$ cat config.mk
export PLATFORM = sky130hd
export DESIGN_NAME = ham_dec_sched_flat
export DESIGN_NICKNAME = d
export VERILOG_FILES = /design/src/rtl/ham_pkg.sv /design/src/rtl/ham_dec_sched_if.sv /design/src/rtl/ham74_dec.sv /design/src/rtl/ham_dec_sched.sv /design/src/flat_wrapper.sv
export SDC_FILE = /design/constraint.sdc
export NUM_CORES = 1
export LEC_CHECK = 0
export ABC_CLOCK_PERIOD_IN_PS = 4800
export CORE_ASPECT_RATIO = 0.9
export CORE_MARGIN = 2
export CORE_UTILIZATION = 35
export DETAILED_ROUTE_END_ITERATION = 7
export DONT_BUFFER_PORTS = 1
export GPL_TIMING_DRIVEN = 0
export SYNTH_ARGS = -nofsm -noshare
export SYNTH_HDL_FRONTEND = slang
export SYNTH_SLANG_ARGS = --single-unit
$ cat constraint.sdc
create_clock -name clk -period 4.8 [get_ports clk]
set_input_delay 0.48 -clock clk [delete_from_list [all_inputs] [get_ports clk]]
set_output_delay 0.48 -clock clk [all_outputs]
set_load 0.02 [all_outputs]
$ cat src/rtl/ham_pkg.sv
// Shared widths and the Hamming(7,4) data-position map for the scheduled decoder.
package ham_pkg;

  localparam int CODE_W = 7;
  localparam int DATA_W = 4;
  localparam int POS_W  = 3;

  // Hamming position (1-based) carrying data bit j, indexed by j.
  localparam logic [DATA_W-1:0][POS_W-1:0] DATA_POS = {3'd7, 3'd6, 3'd5, 3'd3};

endpackage

$ cat src/rtl/ham_dec_sched_if.sv
// Requester and result handshake bundle between the two requesters, the decoder and the consumer.
interface ham_dec_sched_if;
  import ham_pkg::*;

  logic              req0_valid;
  logic [CODE_W-1:0] req0_code;
  logic              req0_ready;
  logic              req1_valid;
  logic [CODE_W-1:0] req1_code;
  logic              req1_ready;
  logic              out_valid;
  logic              out_ready;
  logic [DATA_W-1:0] out_data;
  logic              out_src;
  logic              out_err;
  logic [POS_W-1:0]  out_pos;

  modport master (
    output req0_valid, req0_code, req1_valid, req1_code, out_ready,
    input  req0_ready, req1_ready, out_valid, out_data, out_src, out_err, out_pos
  );

  modport slave (
    input  req0_valid, req0_code, req1_valid, req1_code, out_ready,
    output req0_ready, req1_ready, out_valid, out_data, out_src, out_err, out_pos
  );

endinterface

$ cat src/rtl/ham74_dec.sv
// Combinational Hamming(7,4) single-error correcting decoder.
module ham74_dec
  import ham_pkg::*;
(
  input  logic [CODE_W-1:0] code,
  output logic [DATA_W-1:0] data,
  output logic [POS_W-1:0]  pos,
  output logic              err
);

  logic [POS_W-1:0]  syn;
  logic [CODE_W-1:0] fixed;
  logic [POS_W-1:0]  idx;

  // Syndrome, single-bit correction and data extraction.
  always_comb begin
    syn   = 3'd0;
    idx   = 3'd0;
    fixed = code;
    data  = 4'd0;
    for (int k = 0; k < POS_W; k++) begin
      for (int i = 0; i < CODE_W; i++) begin
        idx = POS_W'(i + 1);
        if (idx[k]) begin
          syn[k] = syn[k] ^ code[i];
        end else begin
          syn[k] = syn[k];
        end
      end
    end
    // Codeword bit n holds Hamming position n+1, so the flipped bit is syn-1.
    if (syn != 3'd0) begin
      fixed[syn - 3'd1] = ~code[syn - 3'd1];
    end else begin
      fixed = code;
    end
    for (int j = 0; j < DATA_W; j++) begin
      data[j] = fixed[DATA_POS[j] - 3'd1];
    end
    pos = syn;
    err = (syn != 3'd0);
  end

endmodule

$ cat src/rtl/ham_dec_sched.sv
// Two-requester round-robin front end feeding one Hamming(7,4) decoder into a
// single-entry output register, with a saturating corrected-error counter.
module ham_dec_sched
  import ham_pkg::*;
#(
  parameter int CNT_W = 8
) (
  input  logic               clk,
  input  logic               rst,
  ham_dec_sched_if.slave     bus,
  input  logic               clr_cnt,
  output logic [CNT_W-1:0]   err_cnt
);

  localparam logic [0:0] ST_EMPTY = 1'b0;
  localparam logic [0:0] ST_FULL  = 1'b1;

  logic [0:0]        state_q, state_d;
  logic              last_q, last_d;
  logic [DATA_W-1:0] data_q, data_d;
  logic              src_q, src_d;
  logic              err_q, err_d;
  logic [POS_W-1:0]  pos_q, pos_d;
  logic [CNT_W-1:0]  cnt_q, cnt_d;

  logic              load_s;
  logic              grant0_s, grant1_s;
  logic              rdy0_s, rdy1_s;
  logic              accept_s;
  logic [CODE_W-1:0] sel_code_s;
  logic [DATA_W-1:0] dec_data_s;
  logic [POS_W-1:0]  dec_pos_s;
  logic              dec_err_s;

  // Round-robin grant; last_q=1 means requester 1 won most recently.
  always_comb begin
    load_s = (state_q == ST_EMPTY) | bus.out_ready;
    if (bus.req0_valid && bus.req1_valid) begin
      grant0_s = last_q;
      grant1_s = ~last_q;
    end else begin
      grant0_s = bus.req0_valid;
      grant1_s = bus.req1_valid;
    end
    rdy0_s     = load_s & grant0_s & ~rst;
    rdy1_s     = load_s & grant1_s & ~rst;
    accept_s   = rdy0_s | rdy1_s;
    sel_code_s = grant1_s ? bus.req1_code : bus.req0_code;
  end

  ham74_dec u_dec (
    .code (sel_code_s),
    .data (dec_data_s),
    .pos  (dec_pos_s),
    .err  (dec_err_s)
  );

  // Output register, grant pointer and counter next-state.
  always_comb begin
    state_d = state_q;
    last_d  = last_q;
    data_d  = data_q;
    src_d   = src_q;
    err_d   = err_q;
    pos_d   = pos_q;
    if (accept_s) begin
      state_d = ST_FULL;
      last_d  = rdy1_s;
      data_d  = dec_data_s;
      src_d   = rdy1_s;
      err_d   = dec_err_s;
      pos_d   = dec_pos_s;
    end else if (bus.out_ready) begin
      state_d = ST_EMPTY;
    end else begin
      state_d = state_q;
    end
    if (clr_cnt) begin
      cnt_d = {CNT_W{1'b0}};
    end else if (accept_s && dec_err_s && (cnt_q != {CNT_W{1'b1}})) begin
      cnt_d = cnt_q + CNT_W'(1'b1);
    end else begin
      cnt_d = cnt_q;
    end
  end

  // State registers with synchronous reset.
  always_ff @(posedge clk) begin
    if (rst) begin
      state_q <= ST_EMPTY;
      last_q  <= 1'b1;
      data_q  <= 4'd0;
      src_q   <= 1'b0;
      err_q   <= 1'b0;
      pos_q   <= 3'd0;
      cnt_q   <= {CNT_W{1'b0}};
    end else begin
      state_q <= state_d;
      last_q  <= last_d;
      data_q  <= data_d;
      src_q   <= src_d;
      err_q   <= err_d;
      pos_q   <= pos_d;
      cnt_q   <= cnt_d;
    end
  end

  assign bus.req0_ready = rdy0_s;
  assign bus.req1_ready = rdy1_s;
  assign bus.out_valid  = (state_q == ST_FULL);
  assign bus.out_data   = data_q;
  assign bus.out_src    = src_q;
  assign bus.out_err    = err_q;
  assign bus.out_pos    = pos_q;
  assign err_cnt        = cnt_q;

endmodule

$ cat src/flat_wrapper.sv
// flat-port wrapper written by rule: the top's interface ports become plain ports
module ham_dec_sched_flat import ham_pkg::*;
#(
  parameter int CNT_W = 8
)
  (clk, rst, clr_cnt, err_cnt, bus_req0_valid, bus_req0_code, bus_req1_valid, bus_req1_code, bus_out_ready, bus_req0_ready, bus_req1_ready, bus_out_valid, bus_out_data, bus_out_src, bus_out_err, bus_out_pos);
  ham_dec_sched_if bus_i ();
  input  logic clk;
  input  logic rst;
  input  logic clr_cnt;
  output logic [CNT_W-1:0] err_cnt;
  input wire logic [$bits(bus_i.req0_valid)-1:0] bus_req0_valid;
  input wire logic [$bits(bus_i.req0_code)-1:0] bus_req0_code;
  input wire logic [$bits(bus_i.req1_valid)-1:0] bus_req1_valid;
  input wire logic [$bits(bus_i.req1_code)-1:0] bus_req1_code;
  input wire logic [$bits(bus_i.out_ready)-1:0] bus_out_ready;
  output wire logic [$bits(bus_i.req0_ready)-1:0] bus_req0_ready;
  output wire logic [$bits(bus_i.req1_ready)-1:0] bus_req1_ready;
  output wire logic [$bits(bus_i.out_valid)-1:0] bus_out_valid;
  output wire logic [$bits(bus_i.out_data)-1:0] bus_out_data;
  output wire logic [$bits(bus_i.out_src)-1:0] bus_out_src;
  output wire logic [$bits(bus_i.out_err)-1:0] bus_out_err;
  output wire logic [$bits(bus_i.out_pos)-1:0] bus_out_pos;
  assign bus_i.req0_valid = bus_req0_valid;
  assign bus_i.req0_code = bus_req0_code;
  assign bus_i.req1_valid = bus_req1_valid;
  assign bus_i.req1_code = bus_req1_code;
  assign bus_i.out_ready = bus_out_ready;
  assign bus_req0_ready = bus_i.req0_ready;
  assign bus_req1_ready = bus_i.req1_ready;
  assign bus_out_valid = bus_i.out_valid;
  assign bus_out_data = bus_i.out_data;
  assign bus_out_src = bus_i.out_src;
  assign bus_out_err = bus_i.out_err;
  assign bus_out_pos = bus_i.out_pos;
  ham_dec_sched #(.CNT_W(CNT_W)) u_core (.clk(clk), .rst(rst), .bus(bus_i), .clr_cnt(clr_cnt), .err_cnt(err_cnt));
endmodule
=== Word level (Yosys, flattened, before mapping) ===
Index checks and enable logic that the tools add are counted.

* Bits in registers: 19
* Latch bits: 0
* RAM bits: 0
* Bits in read-only memories: 0
* Input port bits: 20
* Output and inout port bits: 20
* Logic and storage cells: 49
* Memories: 0

* $add $sub $neg: 2
* Multiply operators: 0
* Div/mod/pow operators: 0
* $lt $le $gt $ge: 2
* Equal/unequal tests: 1
* Shifts and indexed selects: 0
* Multiplexer cells: 11
* Bitwise operators: 19
* Reduce and logical (&&, ||, !) cells: 7

{| class="wikitable"
|+ Operators with widths
! operator !! count
|-
| 7-bit two-way mux || 2
|-
| 1-bit bitwise XOR || 9
|-
| 8-bit by 1-bit adder with 8-bit output, second input constant || 1
|-
| 8-bit inequality test, second input constant || 1
|-
| 7-bit bitwise mux || 1
|-
| 1-bit two-way mux || 6
|-
| 1-bit bitwise AND || 4
|-
| 1-bit logical AND || 4
|-
| 3-bit by 4-bit less-than comparator with 1-bit output, second input constant || 1
|-
| 1-bit inverter || 4
|-
| 1-bit binary-select mux with 3-bit select || 1
|-
| 1-bit demux with 3-bit select || 1
|-
| 3-bit by 1-bit greater-or-equal comparator with 1-bit output, second input constant || 1
|-
| 3-bit nonzero test || 1
|-
| 3-bit by 1-bit subtractor with 3-bit output, second input constant || 1
|-
| 1-bit OR || 2
|-
| 2-bit nonzero test || 1
|-
| 2-bit OR reduction || 1
|}

=== Longest topological paths before layout ===
* Depth after elaboration: 13
* Gate-level depth with buffers: 13
* Gate-level depth less buffers: 12

=== Hierarchy ===
A second synthesis with hierarchy kept.

* Cell total of the unflattened synthesis: 126
* Area total of the unflattened synthesis: 1153.6 um2

{| class="wikitable"
|+ By module, submodules not included
! module !! times used !! cells each !! area each (um2) !! seq. area each (um2)
|-
| ham_dec_sched || 1 || 102 || 955.9 || 380.4
|-
| ham74_dec || 1 || 24 || 197.7 || 0.0
|}

=== Worst setup path after synthesis ===
Ideal clock, no wire load.

* Path kind: input to register
* Start: in bus_req1_valid
* End: reg u_core.cnt_q[7], in the netlist u_core.err_cnt[7]
* Setup time: 124 ps
* Data arrival time: 3110 ps
* Required time: 4676 ps
* Setup slack: 1565 ps
* Cell stages on the path: 12
* Path buffers: 1
* Path through: a21boi_4 > buf_2 > mux2i_1 > xnor2_1 > xnor2_1 > ha_1 > and2_1 > ha_1 > a311o_1 > nor4_2 > xnor2_1 > nor2_1

* Longest elaborated chain between the ends: 9
* Elaborated cells on any way between the ends: 21
* Classes of those cells: mux: 3; bitwise: 14; reduce/logical: 4

{| class="wikitable"
|+ RTL lines
! what !! RTL line !! text
|-
| start: declaration || flat_wrapper.sv:14 || <nowiki>input wire logic [$bits(bus_i.req1_valid)-1:0] bus_req1_valid;</nowiki>
|-
| 1-bit logical AND || ham_dec_sched.sv:38 || <nowiki>if (bus.req0_valid && bus.req1_valid) begin</nowiki>
|-
| 1-bit two-way mux || ham_dec_sched.sv:38 ||
|-
| 7-bit two-way mux || ham_dec_sched.sv:48 || <nowiki>sel_code_s = grant1_s ? bus.req1_code : bus.req0_code;</nowiki>
|-
| 1-bit bitwise XOR (3 in series) || ham74_dec.sv:25 || <nowiki>syn[k] = syn[k] ^ code[i];</nowiki>
|-
| 3-bit nonzero test || ham74_dec.sv:41 || <nowiki>err = (syn != 3'd0);</nowiki>
|-
| 1-bit logical AND * (2 in series) || ham_dec_sched.sv:80 || <nowiki>end else if (accept_s && dec_err_s && (cnt_q != {CNT_W{1'b1}})) begin</nowiki>
|-
| end signal: assignment || ham_dec_sched.sv:96 || <nowiki>cnt_q <= {CNT_W{1'b0}};</nowiki>
|-
| end signal: assignment || ham_dec_sched.sv:104 || <nowiki>cnt_q <= cnt_d;</nowiki>
|-
| end: declaration || ham_dec_sched.sv:24 || <nowiki>logic [CNT_W-1:0] cnt_q, cnt_d;</nowiki>
|}

Mark *: on every way between the ends. The rest lies on a longest branch, timed or not.
A chain may end at the register's enable or synchronous reset.

=== Worst setup path in the final report ===
* Start: reg u_core.last_q
* End: reg u_core.cnt_q[3], in the netlist u_core.err_cnt[3]

* Longest elaborated chain between the ends: 9
* Elaborated cells on any way between the ends: 21
* Classes of those cells: mux: 3; bitwise: 15; reduce/logical: 3

{| class="wikitable"
|+ RTL lines
! what !! RTL line !! text
|-
| start: declaration || ham_dec_sched.sv:19 || <nowiki>logic last_q, last_d;</nowiki>
|-
| start signal: assignment || ham_dec_sched.sv:99 || <nowiki>last_q <= last_d;</nowiki>
|-
| 1-bit inverter || ham_dec_sched.sv:40 || <nowiki>grant1_s = ~last_q;</nowiki>
|-
| 1-bit two-way mux || ham_dec_sched.sv:38 ||
|-
| 7-bit two-way mux || ham_dec_sched.sv:48 ||
|-
| 1-bit bitwise XOR (3 in series) || ham74_dec.sv:25 ||
|-
| 3-bit nonzero test || ham74_dec.sv:41 ||
|-
| 1-bit logical AND * (2 in series) || ham_dec_sched.sv:80 ||
|}

Marks and branches as above.

==> impl_summary.txt <==
----------------------------------------------------
[Status]
  Result of the run ... finished, final reports clean

[Yosys]
  Total of warnings raised by yosys ... 0
  Syn Nets ... roughly 170
  Cells after synthesis ... about 150
  Synthesized area per cell ... approximately 8.3 um^2
  Post-Synthesis Cell Area ... between 1000 and 1500 um^2
  Top area cells in the synthesized netlist ... dfxtp_1 (31%), xnor2_1 (7.8%), mux2i_1 (6.5%), nor2_1 (5.5%), nand3_1 (4.1%)
  Post-synth top area cell ... dfxtp_1
  Sequential cell area fraction in the yosys report ... 31.0%
  Number of unique standard cell types used by synthesis ... 38
  Top-area cell type share of the netlist area ... a little under a third
  Yosys reg bits ... 19

[CTS]
  Maximum buffer depth of the clock tree ... 2
  Depth of the CTS H-tree ... 1
  Library cell used as clock root buffer ... clkbuf_8
  Clk slew on worst S/H paths ... approximately 70 ps
  Number of buffers inserted by hold repair at cts ... 0
  Source-to-sink clock delay at the later pin of the worst-skew pair ... around 250 ps
  TritonCTS clock tree ... built
  Inserted Clock Buffers ... 3
  Post-CTS Setup Bufs ... 0
  Gates resized, CTS repair ... 0
  # clock sinks ... 19

[STA]
  Minimum clock period after layout ... around 3400 ps
  Hold violation total from the final report ... 0
  Setup repair after global routing missed its margin ... no
  Finish-stage setup viols ... 0
  Max Clock Freq ... just under 300 MHz
  Clock Skew ... between 0.8 and 0.9 ps
  Setup tns final ... 0 ps
  Number of max-slew violations in the final report ... 0
  Transition time at the pin with the least slew margin ... approximately 400 ps
  Tightest slew margin relative to the limit ... around 72%
  Final clock period utilization by the worst path ... between 70% and 80%

[Detailed routing]
  Post-detailed-routing wire length ... 2.66 mm
  Drt first pass iters ... 4
  Vias ... ~1000
  Routed vias/inst ... roughly 5.2
  Mean routed wirelength per cell ... 13.6 um
  Initial detailed-routing violation count ... 40
  Number of DRC violations after detailed routing ... 0
  Number of antenna-violating nets in the routed design ... 0

[Pwr]
  Static Leakage ... around 0.0005 uW
  Switching power ... 155 uW
  Int Pwr ... 292 uW
  Worst IR drop on VDD ... 0.177 mV
  Power density over the cells ... between 300 and 400 nW/um^2
  Power share of the sequential group ... 44.6%
  Clock network fraction of design power ... around a quarter
  Proportion of power drawn by combinational gates ... ~30%
  Switching part of the total power ... about 35%

[Final layout]
  Final net count ... between 150 and 200
  Commonest non-fill, non-tap cell in the layout ... dfxtp_1
  Synthesis-to-finish area growth ... 8.15%
  Most used cells in the layout excluding fill and tap cells ... dfxtp_1 (19), nor2_1 (18), nand2_1 (13)
  Finished Cell Area ... ~1300 um^2
  Antenna Diode Count ... 0
  Share of cells above drive strength 1 ... under 10%

[Floorplanning]
  Starting density of the core ... a little over a third
  Die Width ... around 66 um
  Die span in y ... roughly 60 um
  Area of the die ... 4000 um^2
  Core Region ... between 3000 and 4000 um^2
  Number of rows created at floorplan ... 20
  I/O pin total ... 40

[Min path]
  Worst Hold Class ... primary input to flip-flop

[Placed design]
  Placement-stage cell area ... roughly 1300 um^2
  GPL Wtd Cong ... approximately 0.77
  Final HPWL from detailed placement ... approximately 2.1 mm
  Input/output buffers ... 0

[Critical path]
  Endpoint required time on the critical path ... 4990 ps
  Worst Path Max Fanout ... 10
  Critical path launch point type ... flip-flop
  WP data arrival ... about 3600 ps
  Path type of the worst setup path ... flip-flop to flip-flop
  Critical Path Sink Type ... flip-flop

[Job]
  Max-cap viol count ... 0

[GRT]
  Number of antenna violations at the first check in global routing ... 0
  Vias in the first global route ... roughly 1100
  Aggregate global-route resource usage ... between 10 and 15%
  GRT overflow ... 0
  Largest net degree at the start of global routing ... 11
  First-pass GRT wire length ... 4.66 mm

----------------------------------------------------
power groups by stage:
stage / clock network (uW) / registers, uW / logic, uW
4_1_cts: 114 / 200 / 137
6_report: 111 / 199 / 136
3_3_place_gp: 0 / 203 / 133
2_1_floorplan: 0 / 200 / 113
3_5_place_dp: 0 / 204 / 136
5_1_grt: 122 / 202 / 156
state kept, by name (all words and copies together), names as in the netlist:
register	cells
u_core.err_cnt	8
u_core.bus.out_data	4
u_core.bus.out_pos	3
u_core.bus.out_err	1
u_core.bus.out_src	1
u_core.bus.out_valid	1
u_core.last_q	1
stage by stage:
stage / hold WS (ps) / cells / setup WS (ps) / utilization, % / total power [uW]
after floorplan: 504 / 148 / 1570 / - / 314
after detailed placement: 544 / 192 / 1210 / 38.0 / 339
after CTS: 283 / 196 / 1360 / 39.3 / 451
final: 286 / 196 / 1380 / 39.3 / 446
after global placement: 518 / 192 / 1250 / 38.0 / 336
after global routing: 273 / 196 / 1110 / 39.3 / 480
cell families after synthesis:
group	share of synthesized area, %
buffers and inverters	2.65
flip-flops	31.0
AO/OA/AOI/OAI	14.3
adder cells (fa/ha/maj)	3.06
multiplexers	9.47
AND/OR/NAND/NOR	26.4
XOR/XNOR	13.2
cell usage after synthesis (all sizes together):
cell type and n:
and2 3, o211ai 2, nor3 5, nand2b 2, o21ai 7, and3b 1, a21boi 2, a21oi 8
nand2 13, nand3 10, nor3b 1, buf 4, xnor2 11, mux2 2, xor2 5, inv 4
mux2i 9, xnor3 1, a31o 2, ha 3, or3 2, and4b 1, nand4 1, a311o 1
or2 3, nor2b 3, and3 1, nor4 1, dfxtp 19, nor2 18, a311oi 1, a41oi 1
o31ai 1
per-layer routing:
metal	GRT usage (%)	routed length, um
met1	17.4	1180
met2	27.4	1230
met3	5.84	251
met4	0.875	0
met5	0	0
critical path, cell delays in order (launching register included):
cell      delay (ps)
dfxtp_1          350
a21boi_4         280
buf_2            310
mux2i_1          350
xnor2_1          180
xnor2_1          100
ha_1             410
and2_1           180
ha_1             250
a311o_1          430
or3_1            370
a21oi_1          150
worst paths after layout:
path,slack (ps),end,cells past startpoint,from
worst max-delay path,1380,u_core.err_cnt[3]$_SDFFE_PP0P_,11,u_core.last_q$_SDFFE_PP1P_
worst min-delay path,290,u_core.bus.out_valid$_SDFFE_PP0P_,1,rst
worst max register to register,1380,u_core.err_cnt[3]$_SDFFE_PP0P_,11,u_core.last_q$_SDFFE_PP1P_
worst min register to register,550,u_core.last_q$_SDFFE_PP1P_,2,u_core.last_q$_SDFFE_PP1P_
cell type report:
| class | instances | area (um^2) |
|---|---|---|
| buffer | 4 | 17.5 |
| clock buffer | 4 | 45.0 |
| fill | 356 | 2050 |
| inverter | 4 | 15.0 |
| multi-input combinational | 121 | 816 |
| sequential | 19 | 380 |
| tap | 44 | 55.1 |
(Power assumes the default switching activity.)
